File: src/rtl/synth_pkg.sv
// Shared definitions for the synth datapath blocks.
//   - SPI command frame geometry (voice index + tuning code).
//   - Bit positions and reset value of the synchronised SPI pin bundle.
//   - State encoding for the spi_cmd_rx receive FSM.
package synth_pkg;

    localparam int SPI_FRAME_BITS = 40;
    localparam int VOICE_IDX_W    = 8;
    localparam int TUNING_W       = 32;

    // The SPI pins travel through the synchroniser as one {sclk, cs_n, mosi} bundle.
    localparam int         SPI_SYNC_W     = 3;
    localparam int         SPI_SCLK_BIT   = 2;
    localparam int         SPI_CS_BIT     = 1;
    localparam int         SPI_MOSI_BIT   = 0;
    // Idle bus: sclk low, chip select deasserted, mosi low.
    localparam logic [2:0] SPI_SYNC_RESET = 3'b010;

    typedef enum logic [1:0] {
        SPI_WAIT_IDLE = 2'd0,
        SPI_IDLE      = 2'd1,
        SPI_SHIFT     = 2'd2,
        SPI_OVERRUN   = 2'd3
    } spi_rx_state_t;

endpackage

File: src/rtl/sync_2ff.sv
// Two-flop synchroniser for a bundle of asynchronous inputs.
// Each bit is synchronised independently; bundle bits are not coherent with each other.
// Ports:
//   ref_clk  in   1      destination clock
//   reset    in   1      synchronous, active-high; loads RESET_VAL into both stages
//   d        in   WIDTH  asynchronous inputs
//   q        out  WIDTH  synchronised outputs (2 ref_clk of latency)
module sync_2ff #(
    parameter int               WIDTH     = 1,
    parameter logic [WIDTH-1:0] RESET_VAL = '0
) (
    input  logic             ref_clk,
    input  logic             reset,
    input  logic [WIDTH-1:0] d,
    output logic [WIDTH-1:0] q
);

    logic [WIDTH-1:0] meta;

    always_ff @(posedge ref_clk) begin
        if (reset) begin
            meta <= RESET_VAL;
            q    <= RESET_VAL;
        end else begin
            meta <= d;
            q    <= meta;
        end
    end

endmodule

File: src/rtl/spi_cmd_rx.sv
// SPI slave (mode 0) receiving voice tuning commands from the host MCU.
// Each frame is FRAME_BITS long, MSB first: voice index, then tuning code.
// A correctly sized frame with an in-range voice index produces a one-cycle
// o_SPI_flag together with updated data outputs; anything else produces a
// one-cycle o_frame_err and bumps a saturating error counter.
// Ports:
//   ref_clk            in   1   system clock
//   reset              in   1   synchronous, active-high
//   spi_sclk           in   1   SPI clock, asynchronous
//   spi_cs_n           in   1   chip select, active-low, asynchronous
//   spi_mosi           in   1   serial data, asynchronous
//   o_SPI_flag         out  1   one-cycle pulse: new command valid
//   o_SPI_voice_index  out  8   voice index of the last accepted frame
//   o_SPI_tuning_code  out  32  tuning code of the last accepted frame
//   o_frame_err        out  1   one-cycle pulse: frame rejected
//   o_err_count        out  8   saturating count of rejected frames
module spi_cmd_rx
    import synth_pkg::*;
#(
    parameter int NUM_VOICES = 256,
    parameter int FRAME_BITS = SPI_FRAME_BITS
) (
    input  logic                   ref_clk,
    input  logic                   reset,
    input  logic                   spi_sclk,
    input  logic                   spi_cs_n,
    input  logic                   spi_mosi,
    output logic                   o_SPI_flag,
    output logic [VOICE_IDX_W-1:0] o_SPI_voice_index,
    output logic [TUNING_W-1:0]    o_SPI_tuning_code,
    output logic                   o_frame_err,
    output logic [7:0]             o_err_count
);

    // Counter must be able to represent one edge past a full frame.
    localparam int                   CNT_W       = $clog2(FRAME_BITS + 2);
    localparam logic [CNT_W-1:0]     CNT_FULL    = CNT_W'(FRAME_BITS);
    localparam logic [CNT_W-1:0]     CNT_OVER    = CNT_W'(FRAME_BITS + 1);
    localparam logic [VOICE_IDX_W:0] VOICE_LIMIT = (VOICE_IDX_W + 1)'(NUM_VOICES);

    function automatic logic [7:0] sat_inc(input logic [7:0] v);
        return (v == 8'hFF) ? v : v + 8'd1;
    endfunction

    // ---- stage p0/p1: two-flop synchroniser ----
    logic [SPI_SYNC_W-1:0] pins_s;

    sync_2ff #(
        .WIDTH     (SPI_SYNC_W),
        .RESET_VAL (SPI_SYNC_RESET)
    ) u_sync (
        .ref_clk (ref_clk),
        .reset   (reset),
        .d       ({spi_sclk, spi_cs_n, spi_mosi}),
        .q       (pins_s)
    );

    // ---- stage p2: delayed copy and registered edge detect ----
    logic sclk_d;
    logic cs_n_d;
    logic sclk_rise;
    logic cs_rise;
    logic mosi_bit;

    always_ff @(posedge ref_clk) begin
        if (reset) begin
            sclk_d    <= 1'b0;
            cs_n_d    <= 1'b1;
            sclk_rise <= 1'b0;
            cs_rise   <= 1'b0;
            mosi_bit  <= 1'b0;
        end else begin
            sclk_d    <= pins_s[SPI_SCLK_BIT];
            cs_n_d    <= pins_s[SPI_CS_BIT];
            sclk_rise <= pins_s[SPI_SCLK_BIT] & ~sclk_d;
            cs_rise   <= pins_s[SPI_CS_BIT] & ~cs_n_d;
            // mosi is delayed alongside the edge so it is the value present at the sclk rise.
            mosi_bit  <= pins_s[SPI_MOSI_BIT];
        end
    end

    // ---- stage p3: shift register, counter, FSM and output registers ----
    spi_rx_state_t         state;
    logic [1:0]            settle;
    logic [CNT_W-1:0]      bit_cnt;
    logic [FRAME_BITS-1:0] shift_reg;
    logic [CNT_W-1:0]      cnt_next;
    logic [FRAME_BITS-1:0] sr_next;
    logic                  frame_ok;

    // An sclk edge coinciding with the cs_n rise is shifted in before the
    // frame is judged, so the decision always uses the updated count/data.
    always_comb begin
        cnt_next = bit_cnt;
        sr_next  = shift_reg;
        if (sclk_rise) begin
            cnt_next = bit_cnt + CNT_W'(1);
            if (bit_cnt != CNT_FULL) begin
                sr_next = {shift_reg[FRAME_BITS-2:0], mosi_bit};
            end
        end
        frame_ok = (cnt_next == CNT_FULL) &&
                   ({1'b0, sr_next[FRAME_BITS-1 -: VOICE_IDX_W]} < VOICE_LIMIT);
    end

    always_ff @(posedge ref_clk) begin
        if (reset) begin
            state             <= SPI_WAIT_IDLE;
            settle            <= 2'd0;
            o_SPI_flag        <= 1'b0;
            o_SPI_voice_index <= '0;
            o_SPI_tuning_code <= '0;
            o_frame_err       <= 1'b0;
            o_err_count       <= 8'd0;
        end else begin
            o_SPI_flag  <= 1'b0;
            o_frame_err <= 1'b0;
            case (state)
                // The synchroniser and delay flops still hold reset values for
                // three cycles; only after they have been refilled from the pin
                // does a high cs_n mean the bus is really idle. Without this a
                // frame already in flight at reset would look like a fresh one.
                SPI_WAIT_IDLE: begin
                    if (settle != 2'd3) begin
                        settle <= settle + 2'd1;
                    end else if (pins_s[SPI_CS_BIT] && cs_n_d) begin
                        state <= SPI_IDLE;
                    end
                end
                SPI_IDLE: begin
                    if (!pins_s[SPI_CS_BIT]) begin
                        state     <= SPI_SHIFT;
                        bit_cnt   <= '0;
                        shift_reg <= '0;
                    end
                end
                SPI_SHIFT: begin
                    bit_cnt   <= cnt_next;
                    shift_reg <= sr_next;
                    if (cs_rise) begin
                        state <= SPI_IDLE;
                        if (frame_ok) begin
                            o_SPI_flag        <= 1'b1;
                            o_SPI_voice_index <= sr_next[FRAME_BITS-1 -: VOICE_IDX_W];
                            o_SPI_tuning_code <= sr_next[TUNING_W-1:0];
                        end else begin
                            o_frame_err <= 1'b1;
                            o_err_count <= sat_inc(o_err_count);
                        end
                    end else if (cnt_next == CNT_OVER) begin
                        state <= SPI_OVERRUN;
                    end
                end
                SPI_OVERRUN: begin
                    if (cs_rise) begin
                        state       <= SPI_IDLE;
                        o_frame_err <= 1'b1;
                        o_err_count <= sat_inc(o_err_count);
                    end
                end
                default: state <= SPI_WAIT_IDLE;
            endcase
        end
    end

endmodule

File: config.mk
export PLATFORM = sky130hd
export DESIGN_NAME = spi_cmd_rx
export DESIGN_NICKNAME = d
export VERILOG_FILES = /design/src/rtl/synth_pkg.sv /design/src/rtl/sync_2ff.sv /design/src/rtl/spi_cmd_rx.sv
export SDC_FILE = /design/constraint.sdc
export NUM_CORES = 1
export LEC_CHECK = 0
export BUFFER_PORTS_ARGS = -buffer_cell sky130_fd_sc_hd__buf_4
export CAP_MARGIN = 40
export CORE_MARGIN = 2
export CORE_UTILIZATION = 31
export CTS_BUF_LIST = sky130_fd_sc_hd__clkbuf_4
export DETAILED_ROUTE_END_ITERATION = 7
export PLACE_DENSITY = 0.5
export RECOVER_POWER = 25
export SLEW_MARGIN = 10
export SYNTH_ARGS = -nofsm -noshare
export SYNTH_HDL_FRONTEND = slang
export SYNTH_SLANG_ARGS = --single-unit
File: constraint.sdc
create_clock -name ref_clk -period 6.5 [get_ports ref_clk]
set_clock_uncertainty 0.05 [all_clocks]
set_input_delay 1.3 -clock ref_clk [delete_from_list [all_inputs] [get_ports ref_clk]]
set_output_delay 1.3 -clock ref_clk [all_outputs]
set_load 0.005 [all_outputs]
-- After elaboration in Yosys (flattened, before gate mapping)
Cells that the tools add are included.
W data, S select, Z words.
- register bits: 111
- input bits: 5
- output and inout port bits: 50
- logic and storage cells: 75
- add/sub/neg operators: 3
- equal/unequal tests: 15
- muxes and demuxes: 24
- bitwise logic cells: 7
- reductions and logical operators: 10
- operators with widths (kind ; count):
    $mux W40 ; 3
    $pmux W40 S2 ; 1
    $mux W8 ; 4
    $pmux W8 S2 ; 1
    $ne A2 B2 Y1 const B ; 7
    $eq A6 B6 Y1 const B ; 2
    $mux W2 ; 6
    $mux W6 ; 2
    $pmux W6 S2 ; 1
    $add A8 B1 Y8 const B ; 1
    $eq A8 B8 Y1 const B ; 1
    $pmux W2 S4 ; 1
    $add A6 B1 Y6 const B ; 1
    $ne A6 B6 Y1 const B ; 1
    $reduce_and A3 Y1 ; 2
    $not A1 Y1 ; 5
    $reduce_and A5 Y1 ; 1
    $eq A2 B2 Y1 const B ; 2
    $mux W1 ; 4
    $reduce_and A4 Y1 ; 1
    $reduce_bool A2 Y1 ; 2
    $ne A3 B3 Y1 const B ; 1
    $reduce_or A3 Y1 ; 1
    $add A2 B1 Y2 const B ; 1
    other kinds (6) ; 7

-- Depth between registers and ports, before layout
Gate-level depths: netlist of the first run.
- word-level depth: 6
- gate-level depth with buffers: 8
- mapped depth without buffers: 7

-- By module
From an unflattened synthesis of the first run, not the netlist that was laid out.
- cells, all modules: 417
- area total of the unflattened synthesis: 4633.2 sq um
- by module, submodules not included (module ; instances ; cells an instance ; area each (sq um) ; seq. area each (sq um)):
    spi_cmd_rx ; 1 ; 405 ; 4475.5 ; 2562.5
    sync_2ff ; 1 ; 12 ; 157.7 ; 120.1

-- Worst setup path before layout of the first run
No wires, ideal clock.
- kind: input to register
- from: input reset
- to: register bit_cnt[0], enable pin
- library setup time: 0.519 ns
- arrival time: 5.201 ns
- required time: 5.931 ns
- setup slack: 0.730 ns
- cell stages on the path: 3
- cells stage by stage: clkbuf_1 > clkbuf_1 > a211oi_1
- word-level cells in the longest chain between the ends: 2
- ends and longest elaborated chain (what ; line ; text):
    start: declaration ; spi_cmd_rx.sv:24 ; input logic reset,
    $not A1 Y1 (no line) ; -- ;
    $reduce_and A3 Y1 (no line) ; -- ;
    end signal: assignment ; spi_cmd_rx.sv:138 ; bit_cnt <= cnt_next;
    end: declaration ; spi_cmd_rx.sv:85 ; logic [CNT_W-1:0] bit_cnt;
No other way between the ends.
A chain may end at the register's enable or synchronous reset.

-- Worst setup path after layout of the first run
- from: input reset
- to: register bit_cnt[2], enable pin
Same word-level chain as after synthesis.

==> results.txt, run 1 <==
The async set or reset register ratio after synthesis came out at 0%. The net count of the mapped netlist is 434. Hold repair after CTS inserted 0 buffers.

The number of standard-cell rows in the floorplan came out at 45. For this run, the leading register cell type out of synthesis is sky130_fd_sc_hd__dfxtp_1. For this run, design rule violations remaining after detail routing come to 0. Before antenna repair, the detailed router went through 4 iterations. The met2 layer wire length in the routed design is around 3.8 mm.

Routability-driven placement finished with a final weighted congestion of 0.727. The insertion delay of the later-clocked pin in the worst-skew pair came out at 0.46 ns. The critical path starts at reset.

The setup path with the least slack is of type in2reg. Counting every sink on the clock net gives 111. The min-delay analysis places its worst path in the category reg2reg. The core region area came out at 15,200 µm². The synthesis-to-finish area growth is 14.7%. The repair_antennas step left the layout with diodes totalling 0. The fraction of layout cells with a size suffix above 1 is 20.8%. The count of cells along the worst register-to-register path came out at 6. The detailed router finished its first iteration with between 100 and 150 violations. The routed design has about 8.7 mm of wire. Data on the critical path is required at its endpoint by 6.60 ns. The capture point of the worst path is bit_cnt[2].

For this run, the number of Yosys warnings is 0. The final setup violation count came out at 0. The remaining antenna violation count after routing is 0. In this run the most critical hold path is launched from sclk_d. The post-cts gate resize count came out at 0. In this run the count of I/O pins placed on the die edge is 55.

The total length of routed met3 wires came out at 393 µm. STA classifies the critical path startpoint as an input port. The number of global-route vias before repair came out at roughly 3,000. The die boundary width came out at 129 µm. Setup repair after global routing left no endpoint under its margin.

The largest net degree at the start of global routing is 73. The worst pin sits at a relative slew slack of -126%. Leaving out fill and tap cells, the most frequent cell in the layout is sky130_fd_sc_hd__dfxtp_1.

The proportion of power drawn by the clock network came out at 27.6%. The biggest area contributor in the post-synthesis netlist is sky130_fd_sc_hd__edfxtp_1. The data arrival time of the critical path came out at 4.11 ns. The number of flip-flops under the largest register name came out at 40. The maximum number of buffers from clock root to sink came out at 2.

The power density over the cells is 224 nW/µm². The worst register-to-register path begins at state[0]. The number of input and output port buffers inserted came out at 54. The checks that failed: max-capacitance violations, max-slew violations. The number of antenna violations at the first check in global routing is 0. Of the total power, registers draw approximately 63%.

Post-CTS timing repair inserted 0 buffers for setup. The clock tree synthesis step divided the H-tree into 3 levels. The wire length on met1 is between 4 and 5 mm. The critical-path cell with the highest stage delay is sky130_fd_sc_hd__clkbuf_1.

The HPWL reported at the end of detailed placement came out at 5.63 mm. The die covers 16,500 µm². The achievable clock frequency is 249 MHz. The portion of total power attributed to combinational logic is 9.2%. The number of nets in the layout came out at 476. The wire length of the first global-routing pass came out at 14.9 mm. The final critical path time including I/O delays and setup came out at approximately 4 ns. The critical path capture point type is a flip-flop. The biggest cell delay along the critical path is 2.35 ns. Walking the worst path, the cells encountered are clkbuf_1 > a211oi_4 > buf_4.

The final sum of negative setup slack came out at 0 ns. IR analysis of the VDD net gives a maximum drop of ~0.00010 V. The static leakage came out at 0.00185 µW. The remaining global-route overflow is 0. The clock transition time at the flip-flop clock pins of the worst setup and hold paths came out at ~0.15 ns. The run finished, with violations left. The number of vias in the routed layout is 3,046.

The endpoint identified for the worst register-to-register timing path is o_err_count[3]. The synthesized area is 4810 µm². The slew at the pin closest to its max-slew limit is 3.39 ns. The root buffer selected by CTS is sky130_fd_sc_hd__clkbuf_4. The average wire per cell in the routed design is between 10 and 15 µm. The final critical path takes up 61.8% of the cycle.

The share of total power consumed by net switching came out at about a quarter. The total clock buffers created by CTS came out at 9. TritonCTS built the clock tree. The global routing usage summed across all routing layers came out at 11.3%. The sequential fraction of the synthesis area came out at a little under three fifths. In this run the register-to-register setup slack is 3.11 ns.

The number of violations of the max-capacitance limit is 1. The top routing layer in use is met4. The effective utilization at floorplan came out at 31.6%. The final number of max-transition violations was 73.

The library cells used most frequently in the layout, excluding fill and tap cells, are sky130_fd_sc_hd__dfxtp_1 (65), sky130_fd_sc_hd__nor2b_1 (55), sky130_fd_sc_hd__nor2_1 (52), sky130_fd_sc_hd__edfxtp_1 (46), sky130_fd_sc_hd__mux2i_1 (43). Final hold analysis gives a worst-case slack of 0.345 ns. The average cell area after synthesis is between 10 and 15 µm². Sorting the synthesized cells by area gives the leading types as sky130_fd_sc_hd__edfxtp_1 (29%), sky130_fd_sc_hd__dfxtp_1 (27%), sky130_fd_sc_hd__mux2i_1 (9.0%). Synthesis handed over a netlist of 420 instances. The die is about 130 µm tall. The power spent charging and discharging nets is 308 µW.

The share of the synthesized area in the top cell type came out at 28.7%. Dividing the detail-routed via count by the number of cells gives 4.65. The number of enable flip-flop cells after synthesis is 46. The internal cell power came out at about 930 µW.

The number of unique standard cell types used by synthesis came out at 41. The final-report hold violation count is 0. The worst-path maximum fanout is 72. In this run, synthesis produced a sequential element count of 111.
power by group through the flow:
stage               sequential [µW]  clock [µW]  combinational (µW)
floorplan                       793           0                90.0
global placement                795           0                 113
detailed placement              796           0                 116
CTS                             781         366                 116
global route                    785         394                 130
finish                          780         341                 113
cells by family after synthesis:
logic type	Yosys count	synth area share (%)
AOI/OAI and AO/OA	62	10.9
xor gates and xnor gates	6	1.09
adders and majority gates	9	2.34
buffers and inverters	38	3.28
DFF	111	55.8
muxes	50	10.6
and+or+nand+nor	144	16.0
per-layer routing:
layer	vias up	GRT usage [%]
li1	1575	-
met1	1416	14.9
met2	53	17.6
met3	2	4.32
met4	0	2.88
met5	-	0
through the flow:
| stage | setup WS [ns] | area [µm²] | std cells | utilization (%) | power (µW) |
|---|---|---|---|---|---|
| final | 2.48 | 5510 | 655 | 36.3 | 1230 |
| after global routing | 2.18 | 5510 | 655 | 36.3 | 1310 |
| after CTS | 3.91 | 5520 | 655 | 36.3 | 1260 |
| after detailed placement | 3.55 | 5380 | 639 | 35.4 | 911 |
| after global placement | 3.56 | 5380 | 639 | 35.4 | 908 |
| after floorplan | 0.730 | 4810 | 420 | - | 883 |
cell type report:
type                    instances  area (µm²)
well taps                     188         235
inverters                       9        33.8
clock inverters                 6        61.3
fillers                      1539        9690
repair buffers                 60         443
clock buffers                  10        75.1
flip-flops and latches        111        2680
multi-input cells             271        1980
critical path: cells and delay by family:
kind	cells	cell delay, ns
buf+inv	2	2.80
compound gates	1	-0.05
synth_stat cells, types with 4 or more instances:
master	instances
sky130_fd_sc_hd__clkbuf_1	17
sky130_fd_sc_hd__nor2_1	52
sky130_fd_sc_hd__dfxtp_1	65
sky130_fd_sc_hd__nor3_1	4
sky130_fd_sc_hd__ha_1	9
sky130_fd_sc_hd__inv_1	9
sky130_fd_sc_hd__nand2_1	5
sky130_fd_sc_hd__a21oi_1	4
sky130_fd_sc_hd__edfxtp_1	46
sky130_fd_sc_hd__a211oi_1	33
sky130_fd_sc_hd__nand4_1	4
sky130_fd_sc_hd__a211oi_2	10
sky130_fd_sc_hd__buf_2	9
sky130_fd_sc_hd__mux2i_1	43
sky130_fd_sc_hd__xnor2_1	6
sky130_fd_sc_hd__mux2_2	7
sky130_fd_sc_hd__nor2b_1	55
worst min path at each step:
stage	slack [ns]	cells past startpoint	end
after floorplan	0.32	1	sclk_rise
after global placement	0.33	1	sclk_rise
after detailed placement	0.33	1	sclk_rise
after CTS	0.35	1	sclk_rise
after global routing	0.38	1	sclk_rise
final	0.35	1	sclk_rise
No activity file was read; power rests on OpenSTA's default activity.
==> inputs of run 2 (changes only) <==
- PLACE_DENSITY: 0.5 -> 0.51
- clock period: 6.5 -> 3.5 ns (I/O delays scaled with it)
==> run 2 against run 1 <==
The flow still finishes with violations (max-capacitance violations, max-slew violations); sequential share of layout area hardly changed; largest power group unchanged; die area unchanged; critical endpoint is now shift_reg[5]; cell count down 0.15%; critical path type unchanged; clock power increased by 71%; core utilization is essentially flat; cell area is essentially flat.
==> results.txt, run 2 (synthesis gave the netlist of run 1 again) <==
The run finished, with violations left. The final reports fail on max-capacitance violations, max-slew violations. The top cell types in the final layout, fill and taps aside, are sky130_fd_sc_hd__dfxtp_1 (65), sky130_fd_sc_hd__nor2b_1 (55), sky130_fd_sc_hd__nor2_1 (52), sky130_fd_sc_hd__edfxtp_1 (46), sky130_fd_sc_hd__mux2i_1 (43).

The number of vias in the routed layout is 3,083 (+1.2%). The final standard cell area without fillers is 5510 µm² (about the same). The number of antenna violations at the first check in global routing is 0 (unchanged). The library cell used most frequently in the layout, excluding fill and tap cells, is sky130_fd_sc_hd__dfxtp_1. The met1 global-route usage is 14.3% (-0.59 points). The end of the worst register-to-register path is o_err_count[3]. The type of origin of the critical path is an input port. The number of violations of the max-capacitance limit is 1 (unchanged). The final antenna diode count is 0 (unchanged). The data required time of the critical path came out at 3.57 ns (-3.03 ns).

The area used by sequential logic in the layout is 2680 µm² (unchanged). The via count normalized by instance count came out at 4.71 (+1.4%). The final sum of negative setup slack was 0 ns (unchanged). The fraction of layout cells with a size suffix above 1 is 20.6% (-0.17 points).

The placer's final routability congestion estimate came out at 0.714 (-1.7%). The critical-path cell with the highest stage delay is sky130_fd_sc_hd__clkbuf_2. The worst path needs 2.56 ns of the cycle, external delays included. The signal on the critical path passes through clkbuf_2 > a211oi_4 > buf_4. The synthesis-to-finish area growth is 14.7% (about the same).

The capture point of the worst path is shift_reg[5]. The wire length of the first global-routing pass came to 15.1 mm (+1.3%). The number of nets in the layout came out at 476 (unchanged). The worst-path maximum fanout is 72 (unchanged). The core region area is 15,200 µm² (unchanged). The cts-stage hold buffer count is 0 (unchanged). The final-report hold violation count is 0 (unchanged). The number of flip-flops under the largest register name came out at 40 (unchanged).

The insertion delay of the later-clocked pin in the worst-skew pair came out at 0.48 ns (+0.02 ns). The slew at the pin closest to its max-slew limit is 1.63 ns (-1.76 ns). The met3 capacity usage during global routing is 4.03% (-0.29 points). The post-cts gate resize count is 0 (unchanged). The DRC violation count after routing came out at 0 (unchanged). The top-level port count is 55 (unchanged). The number of standard-cell rows in the floorplan is 45 (unchanged). The final number of max-transition violations came out at 73 (unchanged). The global routing usage summed across all routing layers came out at 11.5% (+0.20 points). The die area is 16,500 µm² (unchanged). The effective utilization at floorplan was 31.6% (unchanged).

The power density over the cells came out at 407 nW/µm² (+82%). The biggest cell delay along the critical path is 0.75 ns (-1.60 ns). The post-detailed-placement cell area came out at 5410 µm² (+0.47%). The root buffer selected by CTS is sky130_fd_sc_hd__clkbuf_4. The overall die height was 129 µm (unchanged). The number of global-route vias before repair came out at 3,140 (+3.9%). The die boundary width is 129 µm (unchanged). The violation count after the first detailed-route iteration came to 146 (+3.5%). The largest net degree at the start of global routing came to 81 (+11%). The number of input and output port buffers inserted is 54 (unchanged). The average wire per cell in the routed design is 13.5 µm (+1.7%). The area of the multi-input gates came out at 1980 µm² (unchanged). The total of fill cells in the finished design is 1,514 (-1.6%). The HPWL reported at the end of detailed placement came out at 5.64 mm (+0.23%). STA classifies the critical path endpoint as a flip-flop.

The number of clock sinks seen by CTS is 111 (unchanged). The class of the worst hold path is reg2reg. The worst ir drop on vdd came out at 0.000303 V (+190%).

The achievable clock frequency came out at 391 MHz. The final setup violation count came to 0 (unchanged). The worst register-to-register path begins at bit_cnt[0]. The number of buffers inserted to repair setup after CTS is 0 (unchanged). The total routed wirelength is 8.81 mm (+1.6%). The total clock buffers created by CTS is 9 (unchanged). The worst reg-to-reg setup slack came out at 0.97 ns (-2.14 ns). TritonCTS built the clock tree.

The share of the clock period used by the worst path is around three quarters. The static leakage is 0.00182 µW (-1.1%). The maximum number of buffers from clock root to sink came to 2 (unchanged). The global routing stage identified its most utilized layer as met2.

The critical path in this run is classified as in2reg. The worst-case headroom to the max-slew limit came out at -8.44% (+120 points). The remaining antenna violation count after routing came to 0 (unchanged).

The clock transition time at the flip-flop clock pins of the worst setup and hold paths was 0.15 ns (about the same). The H-tree depth was 3 (unchanged). The detailed-router iteration count before antenna repair is 4 (unchanged). Tracing the worst setup path back leads to its startpoint at reset. The count of cells along the worst register-to-register path came out at 7 (+1). The post-route total power is 2240 µW (+82%).

Setup repair after global routing left no endpoint under its margin. The met2 demand-to-capacity share in global routing is 18.6% (+1.0 points). The remaining global-route overflow is 0 (unchanged). The data arrival time of the critical path is 2.62 ns (-1.49 ns).
-- run 2: cell count changes in the layout (fill, tap and decap cells not counted), sizes merged --
cell	change
clkbuf	+16
clkinv	-3
inv	+2
clkinvlp	+1
buf	-16
bufinv	-1
-- run 2: worst max-delay path: cells and delay by family --
| kind | cells | cell delay [ns] |
|---|---|---|
| AOI/OAI and AO/OA | 1 | 0.49 |
| buffers and inverters | 2 | 1.31 |
-- run 2: area by class of cell --
type	count	area share [%]
clock inverter	5	0.794
multi-input combinational	271	35.9
timing repair buffer	60	8.37
sequential	111	48.7
tap	188	4.27
clock buffer	10	1.36
inverter	9	0.613
-- run 2: where the power goes --
part           internal [µW]  switching [µW]
logic                   83.7             126
registers               1410            35.2
clock network            159             425
total                   1660             586
-- run 2: worst min-delay path by stage --
stage,from,endpoint,slack [ns],cells past startpoint
CTS,spi_cs_n,u_sync.meta[1],0.30,2
global route,spi_cs_n,u_sync.meta[1],0.31,2
detailed placement,sclk_d,sclk_rise,0.33,1
finish,sclk_d,sclk_rise,0.34,1
global placement,sclk_d,sclk_rise,0.32,1
floorplan,sclk_d,sclk_rise,0.32,1
-- run 2: per-layer routing --
metal / wire length [µm] / share of wire [%] / vias to the layer above
li1: - / - / 1574
met2: 4070 / 46 / 49
met1: 4180 / 47 / 1450
met4: 133 / 1.5 / 0
met5: 0 / 0 / -
met3: 429 / 4.9 / 10
-- run 2: stage by stage --
step	worst slack, ns	utilization [%]	instances	hold slack [ns]
2_1_floorplan	0.607	-	420	0.317
3_3_place_gp	1.10	35.6	639	0.324
3_5_place_dp	1.00	35.6	639	0.325
4_1_cts	0.953	36.4	654	0.299
5_1_grt	0.830	36.3	654	0.306
6_report	0.944	36.3	654	0.342
==> inputs of run 3 (changes only) <==
- ABC_AREA: not set -> 1
- clock period: 3.5 -> 2.1 ns (I/O delays scaled with it)
==> run 3 against run 2 <==
The run now ends clean; sequential power rose by 88%; die area rose by 14%; clock-buffer cell count unchanged; global-route usage rose by 2.3 points; worst hold slack worse by 0.28 ns; sequential share of layout area is 8.7 points lower; synthesized area is 14% higher; critical path depth increased by 10; register-to-register slack worse by 0.93 ns; first-iteration DRC count rose by 67%; core utilization grew 2.6 points.
==> results.txt, run 3 <==
The number of violations of the max-capacitance limit is 0 (-1). The fraction of layout cells with a size suffix above 1 came out at 23.0% (+2.4 points). The HPWL reported at the end of detailed placement is 7.21 mm (+28%).

The sequential fraction of the synthesis area is 48.9% (-6.9 points). The worst-case headroom to the max-slew limit came out at 35.9% (+44 points). The static leakage came out at 0.00309 µW (+69%). The class of the worst hold path is in2reg. The effective utilization at floorplan came out at 31.7% (+0.084 points). The final cell utilization of the core was 38.8% (+2.6 points). TritonCTS built the clock tree. The average wire per cell in the routed design came out at 12.2 µm (-9.2%). The remaining global-route overflow is 0 (unchanged). The number of antenna violations at the first check in global routing came out at 1 (+1). Summed over all instances, the cell type with the most area after synthesis is sky130_fd_sc_hd__edfxtp_1.

The overall die height came out at 137 µm (+6.6%). The number of register bits inferred by synthesis was 111 (unchanged). The core region area came out at 17,300 µm² (+14%).

The internal cell power is 3360 µW (+100%). The final setup violation count is 0 (unchanged). The area of the multi-input gates came out at 2300 µm² (+16%).

The DRC violation count after routing was 0 (unchanged). The share of the clock period used by the worst path is 98.2%. The part of the total power dissipated in sequential elements came out at 54.4% (-10 points). The detailed-router iteration count before antenna repair came out at 4 (unchanged). The violation count after the first detailed-route iteration came out at 244 (+67%). The total routed wirelength is 12.6 mm (+43%). The power density over the cells is 747 nW/µm² (+84%). The number of cells in the design after placement is 1,006 (+57%). The number of nets in the layout is 815 (+71%). In the post-synthesis netlist, the cell with the most instances is sky130_fd_sc_hd__nand2_1. The power spent charging and discharging nets is 1660 µW (+180%). The async set or reset register ratio after synthesis came out at 0% (unchanged).

The library cells used most frequently in the layout, excluding fill and tap cells, are sky130_fd_sc_hd__nand2_1 (159), sky130_fd_sc_hd__inv_1 (115), sky130_fd_sc_hd__nor2_1 (93), sky130_fd_sc_hd__dfxtp_1 (64), sky130_fd_sc_hd__nand3_1 (55). Compared with the post-synthesis result, the final layout area differs by 22.4%. The data required time of the critical path came out at 2.48 ns (-1.09 ns). The final-report hold violation count is 0 (unchanged). The largest net degree at the start of global routing came out at 47 (-42%). The library cell used most frequently in the layout, excluding fill and tap cells, is sky130_fd_sc_hd__nand2_1.

The number of clock sinks seen by CTS is 111 (unchanged). The via count normalized by instance count came out at 4.39 (-6.9%). The area used by sequential logic in the layout came out at 2680 µm² (about the same). The data arrival time of the critical path is 2.45 ns (-0.17 ns).

The wire length of the first global-routing pass came out at 20.5 mm (+36%). The top-level port count is 55 (unchanged). Yosys attributes the largest share of cell area to sky130_fd_sc_hd__edfxtp_1 (25%), sky130_fd_sc_hd__dfxtp_1 (24%), sky130_fd_sc_hd__nand2_1 (13%). The die area came to 18,800 µm² (+14%). The number of flip-flops under the largest register name was 40 (unchanged). The H-tree depth came out at 3 (unchanged). The die boundary width is 137 µm (+6.6%). The number of enable flip-flop cells after synthesis came to 46 (unchanged). Among all flip-flop cells after synthesis, the most frequent one is sky130_fd_sc_hd__dfxtp_1. The biggest cell delay along the critical path came out at 0.46 ns (-0.29 ns). The synthesized area came out at 5480 µm² (+14%). The number of standard-cell rows in the floorplan is 48 (+6.7%). The total clock buffers created by CTS came out at 9 (unchanged). The insertion delay of the later-clocked pin in the worst-skew pair was 0.49 ns (about the same). The share of total power consumed by net switching is 33.0% (+6.9 points).

The number of vias in the routed layout is 4,528 (+47%). Setup repair after global routing could not meet its margin everywhere. The filler-free cell count of the finished design is 1,032 (+58%).

The worst setup path is launched from a flip-flop. The post-route total power is 5010 µW (+120%). The share of the synthesized area in the top cell type came out at 25.2% (-3.5 points).

Based on the critical path, the design can be clocked at up to 485 MHz. The placer's final routability congestion estimate is 0.776 (+8.7%). The net count of the mapped netlist came out at 765 (+76%). The number of warnings issued by yosys came out at 0 (unchanged). The commonest cells after synthesis are sky130_fd_sc_hd__nand2_1 (194), sky130_fd_sc_hd__inv_1 (117), sky130_fd_sc_hd__nor2_1 (107). The final critical path time including I/O delays and setup came out at 2.06 ns. The slowest stage of the critical path is the sky130_fd_sc_hd__edfxtp_1 cell. The remaining antenna violation count after routing is 0 (unchanged). The number of input and output port buffers inserted came out at 54 (unchanged). The root buffer selected by CTS is sky130_fd_sc_hd__clkbuf_4. The clock transition time at the flip-flop clock pins of the worst setup and hold paths is 0.15 ns (about the same). The worst ir drop on vdd is 0.000433 V (+43%). The run finished with clean final reports. The final number of max-transition violations was 0 (-100%).

The worst setup path is of the reg2reg kind. The cell count after synthesis came out at 751 (+79%). The average cell area after synthesis came to 7.30 µm² (-36%).

The cts-stage hold buffer count is 0 (unchanged). The total of fill cells in the finished design is 1,858 (+23%). The slew at the pin closest to its max-slew limit came to 0.962 ns (-0.665 ns). Traced cell by cell, the critical path runs through inv_2 > ha_4 > nand2_2 > o21ai_2 > nor2_1 > nand4_1 > nor2_4 > nand3_4 > buf_12 > clkbuf_16 > nand2_2 > inv_2 > nor2_1. The number of global-route vias before repair came out at 4,272 (+36%).

The global routing usage summed across all routing layers came to 13.8% (+2.3 points). The number of unique standard cell types used by synthesis is 27 (-34%). The maximum number of buffers from clock root to sink came out at 2 (unchanged).

The proportion of power drawn by the clock network was 21.2% (-4.8 points). The portion of total power attributed to combinational logic is 24.4% (+15 points). The worst-path maximum fanout is 8 (-89%).

The worst setup path is captured at a flip-flop.
run 3: changes by cell type in the layout (fill, tap and decap cells not counted), sizes merged, moves of 39 or more:
cell and change:
nor2 +56, nand3 +55, nand2 +190, mux2i -43, nand4 +39, nor2b -55, inv +138, a211oi -43
run 3: power by group through the flow:
stage / Clock (µW) / Combinational (µW) / Sequential (µW)
after floorplan: 0 / 887 / 2760
after CTS: 1130 / 1190 / 2720
after detailed placement: 0 / 1180 / 2770
after global placement: 0 / 1190 / 2770
after global routing: 1200 / 1430 / 2770
final: 1060 / 1220 / 2730
run 3: cells by family after synthesis:
| group | count (synthesis) | share of synthesized area [%] |
|---|---|---|
| AOI/OAI and AO/OA | 21 | 1.96 |
| xor gates and xnor gates | 7 | 1.12 |
| adders and majority gates | 9 | 2.05 |
| buffers and inverters | 191 | 13.8 |
| DFF | 111 | 48.9 |
| and+or+nand+nor | 412 | 32.1 |
run 3: final timing paths:
check / startpoint / endpoint / slack (ns) / depth (start not counted)
worst min-delay path: spi_cs_n / u_sync.meta[1] / 0.06 / 2
worst min register to register: sclk_d / sclk_rise / 0.34 / 1
worst max-delay path: bit_cnt[1] / o_SPI_tuning_code[9] / 0.04 / 13
worst max register to register: bit_cnt[1] / o_SPI_tuning_code[9] / 0.04 / 13
run 3: timing repair:
action / CTS / global route
buffers inserted: 0 / 4
resized for setup: 0 / 79
endpoints found under the hold margin: 0 / 0
setup endpoints to repair: 0 / 49
run 3: final cells by class:
cell class / instances / area share, %
sequential: 111 / 40.0
clock inverter: 6 / 0.764
antenna: 1 / 0.0373
clock buffer: 10 / 1.12
timing repair buffer: 81 / 11.3
inverter: 149 / 8.33
tap: 225 / 4.19
multi-input combinational: 449 / 34.3
run 3: stage by stage:
step	setup slack, ns	setup TNS [ns]	hold WS, ns	area (µm²)
CTS	0.0741	0	0.00782	6300
global route	-0.112	-3.33	0.0198	6710
floorplan	0.154	0	0.323	5490
global placement	0.124	0	0.330	6180
finish	0.0377	0	0.0648	6710
detailed placement	0.102	0	0.330	6180
run 3: worst max-delay path: cells and delay by family, from the launching register on:
| kind | cells | cell delay [ns] |
|---|---|---|
| AO/OA/AOI/OAI | 1 | 0.05 |
| adder cells (fa/ha/maj) | 1 | 0.19 |
| buffers and inverters | 4 | 0.48 |
| flip-flops | 1 | 0.46 |
| AND/OR/NAND/NOR | 7 | 0.78 |
run 3: metal layers:
layer	GRT usage (%)	vias to the layer above	wire length, µm
met5	0	-	0
li1	-	2408	-
met1	17.7	2047	6280
met2	22.7	61	5730
met3	3.44	12	447
met4	4.30	0	173
